`src/rtl/spi_word_receiver.sv`:
```
// Serial word receiver: deserializes MSB-first framed words into a show-ahead FIFO,
// with sticky framing-error and overflow status.
module spi_word_receiver #(
  parameter int unsigned WORD_W = 16,
  parameter int unsigned DEPTH  = 4
) (
  input  logic                     sclk_i,
  input  logic                     rst_i,
  input  logic                     frame_valid_i,
  input  logic                     serial_in_i,
  input  logic                     rd_en_i,
  input  logic                     err_clr_i,
  output logic [WORD_W-1:0]        rd_data_o,
  output logic                     rd_valid_o,
  output logic [$clog2(DEPTH):0]   fifo_count_o,
  output logic                     frame_err_o,
  output logic                     overflow_o
);

  localparam int unsigned CntW  = $clog2(WORD_W);
  localparam int unsigned PtrW  = $clog2(DEPTH);
  localparam int unsigned CntFW = PtrW + 1;

  typedef enum logic [1:0] {StIdle, StShift, StGap} state_e;

  state_e              state_q, state_d;
  logic [CntW-1:0]     cnt_q, cnt_d;
  logic [WORD_W-1:0]   shift_q, shift_d;
  // Completed word waits one edge in shift_q before entering the FIFO.
  logic                push_q, push_d;
  logic                frame_err_q, frame_err_d;
  logic                overflow_q, overflow_d;
  logic [PtrW-1:0]     wr_ptr_q, wr_ptr_d, rd_ptr_q, rd_ptr_d;
  logic [CntFW-1:0]    count_q, count_d;
  logic [WORD_W-1:0]   mem_q [DEPTH];

  logic frame_set;
  logic full, pop, push_ok, ovf_set;

  // Frame FSM next-state: header, data shift, post-word gap.
  always_comb begin
    state_d   = state_q;
    cnt_d     = cnt_q;
    shift_d   = shift_q;
    push_d    = 1'b0;
    frame_set = 1'b0;
    unique case (state_q)
      StIdle: begin
        if (frame_valid_i) begin
          state_d = StShift;
          cnt_d   = CntW'(WORD_W - 1);
        end
      end
      StShift: begin
        if (!frame_valid_i) begin
          state_d   = StIdle;
          frame_set = 1'b1;
        end else begin
          shift_d[cnt_q] = serial_in_i;
          if (cnt_q == '0) begin
            push_d  = 1'b1;
            state_d = StGap;
          end else begin
            cnt_d = cnt_q - CntW'(1);
          end
        end
      end
      StGap: begin
        if (!frame_valid_i) state_d = StIdle;
        else                frame_set = 1'b1;
      end
      default: state_d = StIdle;
    endcase
  end

  // FIFO bookkeeping and sticky status next-state.
  always_comb begin
    full     = (count_q == CntFW'(DEPTH));
    pop      = rd_en_i && (count_q != '0);
    push_ok  = push_q && (!full || pop);
    ovf_set  = push_q && full && !pop;
    wr_ptr_d = push_ok ? wr_ptr_q + PtrW'(1) : wr_ptr_q;
    rd_ptr_d = pop ? rd_ptr_q + PtrW'(1) : rd_ptr_q;
    count_d  = count_q;
    unique case ({push_ok, pop})
      2'b10:   count_d = count_q + CntFW'(1);
      2'b01:   count_d = count_q - CntFW'(1);
      default: count_d = count_q;
    endcase
    // Set event wins over a simultaneous clear.
    frame_err_d = frame_set | (frame_err_q & ~err_clr_i);
    overflow_d  = ovf_set | (overflow_q & ~err_clr_i);
  end

  // State, shifter and FIFO registers.
  always_ff @(posedge sclk_i or posedge rst_i) begin
    if (rst_i) begin
      state_q     <= StIdle;
      cnt_q       <= '0;
      shift_q     <= '0;
      push_q      <= 1'b0;
      frame_err_q <= 1'b0;
      overflow_q  <= 1'b0;
      wr_ptr_q    <= '0;
      rd_ptr_q    <= '0;
      count_q     <= '0;
      for (int i = 0; i < DEPTH; i++) mem_q[i] <= '0;
    end else begin
      state_q     <= state_d;
      cnt_q       <= cnt_d;
      shift_q     <= shift_d;
      push_q      <= push_d;
      frame_err_q <= frame_err_d;
      overflow_q  <= overflow_d;
      wr_ptr_q    <= wr_ptr_d;
      rd_ptr_q    <= rd_ptr_d;
      count_q     <= count_d;
      if (push_ok) mem_q[wr_ptr_q] <= shift_q;
    end
  end

  assign rd_valid_o   = (count_q != '0);
  assign rd_data_o    = rd_valid_o ? mem_q[rd_ptr_q] : '0;
  assign fifo_count_o = count_q;
  assign frame_err_o  = frame_err_q;
  assign overflow_o   = overflow_q;

endmodule
```
`config.mk`:
```
export PLATFORM = sky130hd
export DESIGN_NAME = spi_word_receiver
export DESIGN_NICKNAME = d
export VERILOG_FILES = /design/src/rtl/spi_word_receiver.sv
export SDC_FILE = /design/constraint.sdc
export NUM_CORES = 1
export LEC_CHECK = 0
export ABC_AREA = 1
export BUFFER_PORTS_ARGS = -buffer_cell sky130_fd_sc_hd__buf_2
export CAP_MARGIN = 20
export CORE_ASPECT_RATIO = 1.75
export CORE_MARGIN = 2
export CORE_UTILIZATION = 53
export CTS_BUF_LIST = sky130_fd_sc_hd__clkbuf_2
export DETAILED_ROUTE_END_ITERATION = 12
export PLACE_DENSITY = 0.82
export SKIP_CTS_REPAIR_TIMING = 1
export SLEW_MARGIN = 20
export SYNTH_ARGS = -nofsm -noshare
export SYNTH_HDL_FRONTEND = slang
export SYNTH_SLANG_ARGS = --single-unit
```
`constraint.sdc`:
```
create_clock -name sclk_i -period 5.6 [get_ports sclk_i]
set_input_delay 0.28 -clock sclk_i [delete_from_list [all_inputs] [get_ports sclk_i]]
set_output_delay 0.28 -clock sclk_i [all_outputs]
set_load 0.01 [all_outputs]
```
==> results.toml <==
[yosys]
synth_edf_count = 0
synthCells = 618
synth_warnings = 0
synth_commonest_cells = "nand2_1, dfrtp_1, nor2_1"
synthTopCellsByArea = "dfrtp_1, nand2_1, nand4_1, nor2_1, o21ai_0"
synth_top_cell_area_share = 0.487
netlist_area_mm2 = 0.00493
syn_area_per_cell_um2 = 7.99
synth_top_area_cell = "dfrtp_1"
synthFlopType = "dfrtp_1"
seq_area_frac_synth = 0.487
ys_types = 25
synth_most_common_cell = "nand2_1"
synth_seq_cells = 96
synth_fp_nets = 635
synthArstFlopShare = 1.00

[sta]
final.setup.tns_ns = 0
period_needed_ns = 2.68
finalSetupViolCount = 0
rsz0062_at_grt = "false"
final-hold-violation-count = 0
min_period_over_period = 0.479
fmax_ghz = 0.373
slew_headroom = 0.456
fin_skew_ns = 0.0335
worst_pin_slew_ns = 0.814
slew_violations = 0

[clocking]
cts_sinks = 96
cts_made_buffers = 9
root_buffer = "clkbuf_2"
insertion_delay_ns = 0.57
clk_path_buf_depth = 2
path_clk_slew_ns = 0.22
cts_tree = "built"
htree_levels = 3

[die]
die_x_um = 76.9
coreArea_mm2 = 0.00904
ios = 28
start_util = 0.546
fp.dieH_um = 132
num_rows = 46
die_area_mm2 = 0.0101

[grt]
gr-usage-met3 = 0.0378
track_usage = 0.225
grt.busiest_layer = "met2"
grt_pass1_vias = 3849
antenna_found_initial = 1
grt_start_max_net_pins = 80
grt_pass1_wl_mm = 18.3
gr-usage-met2 = 0.388
met1_usage = 0.278
grt-ovfl-total = 0

[placement]
hpwl_mm = 7.27
placed_cells = 725
placed_area_mm2 = 0.00499
gp_congestion = 0.834
port_buffers = 27

[power_and_ir_drop]
vdd_drop_max_uv = 230
internal-power_w = 0.00123
comb_power_share = 0.389
sequentialPowerShare = 0.442
p_switching_w = 0.000948
leakage_nw = 2.73
p_sw_frac = 0.435
powerDensity_mw_per_mm2 = 420
clockPowerShare = 0.169

[setup_path]
crit_chain = "inv_2 -> nor2_1 -> o21ai_0 -> a21oi_1 -> buf_2"
critPathLaunchType = "flip-flop"
crit_path_end_kind = "output pin"
slowest_delay_ns = 0.85
critical_path_class = "flip-flop to output pin"
cp.required_ns = 5.32
crit_fanout = 18
slowest_stage = "dfrtp_1"
critPathArrivalTime_ns = 2.40
crit_buf_inv = 2
crit_family = "flip-flops"

[routing]
vias = 4183
viasPerCell = 5.59
dr.first_iter.drc_count = 582
drtPass1Iterations = 5
antenna_left = 0
wl_per_cell_um = 14.8
drc = 0
wirelength_mm = 11.1

[layout]
fin_nets = 639
fin_area_mm2 = 0.00520
regArea_mm2 = 0.00240
multi_input_area_mm2 = 0.00218
area_growth_pct = 5.35
drive_gt1_frac = 0.0941
finalNonFillerCells = 748
fillers = 865

[job]
cap_violations = 0

[outcome]
status = "complete, no violations"

[hold_path]
hold_class = "input pin to flip-flop"
[sequential cells by signal (all words and copies together) (netlist names)]
register and flops:
mem_q 64, shift_q 16, cnt_q 4, fifo_count_o 3
rd_ptr_q 2, state_q 2, wr_ptr_q 2, frame_err_o 1
overflow_o 1, push_q 1
[per-layer routing]
metal | up-vias | routed length (um)
met5 | - | 0
met4 | 0 | 216
met3 | 23 | 673
met2 | 143 | 5850
met1 | 1981 | 4350
li1 | 2036 | -
[final cells by class]
| class | count | area share |
|---|---|---|
| timing repair buffer | 36 | 0.0452 |
| clock buffer | 11 | 0.0106 |
| multi-input combinational | 454 | 0.420 |
| clock inverter | 5 | 0.0140 |
| sequential | 96 | 0.462 |
| antenna | 1 | 0.000481 |
| inverter | 25 | 0.0183 |
| tap | 120 | 0.0289 |
[through the flow]
stage	total power, W	hold slack [ns]	setup slack [ns]	util
6_report	0.00218	0.0475	2.92	0.575
5_1_grt	0.00233	0.0103	2.74	0.575
4_1_cts	0.00218	-0.409	2.89	0.566
3_5_place_dp	0.00182	0.241	3.28	0.552
3_3_place_gp	0.00178	0.234	3.39	0.552
2_1_floorplan	0.00157	0.387	2.81	-
[worst register-to-register path: stages, from the launching register on]
cell     delay [ns]
dfrtp_1        0.49
nor2_4         0.21
nand2_8        0.28
nand2_4        0.17
ha_1           0.15
inv_1          0.07
fa_1           0.38
or2_2          0.30
nand2_1        0.08
xor2_1         0.16
[final timing paths]
check,startpoint,slack (ns),cells after the start,end
setup / recovery,rd_ptr_q[1]$_DFFE_PP0P_,2.92,5,rd_data_o[3]
hold / removal,rd_en_i,0.05,3,rd_ptr_q[0]$_DFFE_PP0P_
setup reg to reg,fifo_count_o[0]$_DFFE_PP0P_,3.25,9,fifo_count_o[2]$_DFFE_PP0P_
hold reg to reg,mem_q[43]$_DFFE_PP0P_,0.50,2,mem_q[43]$_DFFE_PP0P_
max in group asynchronous,rst_i,4.45,5,mem_q[24]$_DFFE_PP0P_
min in group asynchronous,rst_i,0.15,3,mem_q[53]$_DFFE_PP0P_
[power groups by stage]
stage          logic [W]  clock network, W  registers [W]
5_1_grt         0.000954          0.000402       0.000978
3_3_place_gp    0.000814                 0       0.000963
4_1_cts         0.000845          0.000373       0.000959
2_1_floorplan   0.000654                 0       0.000919
3_5_place_dp    0.000843                 0       0.000974
6_report        0.000849          0.000369       0.000964
[cell families after synthesis]
kind of cell | Yosys count | synth area share
XOR/XNOR | 4 | 0.00710
adder cells (fa/ha/maj) | 11 | 0.0294
AND/OR/NAND/NOR | 368 | 0.333
AO/OA/AOI/OAI | 71 | 0.0728
flip-flops | 96 | 0.487
buffers and inverters | 68 | 0.0705
[cells in the final DEF, fill, tap and decap left out, types with 2 or more instances in the layout]
master / netlist / final
dlygate4sd3_1: 0 / 5
inv_2: 3 / 3
nand2_1: 203 / 203
buf_2: 17 / 27
a21oi_1: 17 / 17
o21ai_0: 53 / 53
nand3_4: 4 / 4
xor2_1: 3 / 3
nand4_1: 64 / 64
nor2_1: 86 / 86
inv_1: 22 / 21
ha_1: 10 / 10
buf_4: 8 / 3
clkbuf_2: 0 / 11
bufinv_16: 0 / 2
nand3_1: 6 / 6
clkinv_2: 0 / 2
dfrtp_1: 96 / 95
nor2_4: 2 / 2
clkinv_1: 0 / 2
Power figures use the tool's default switching activity.
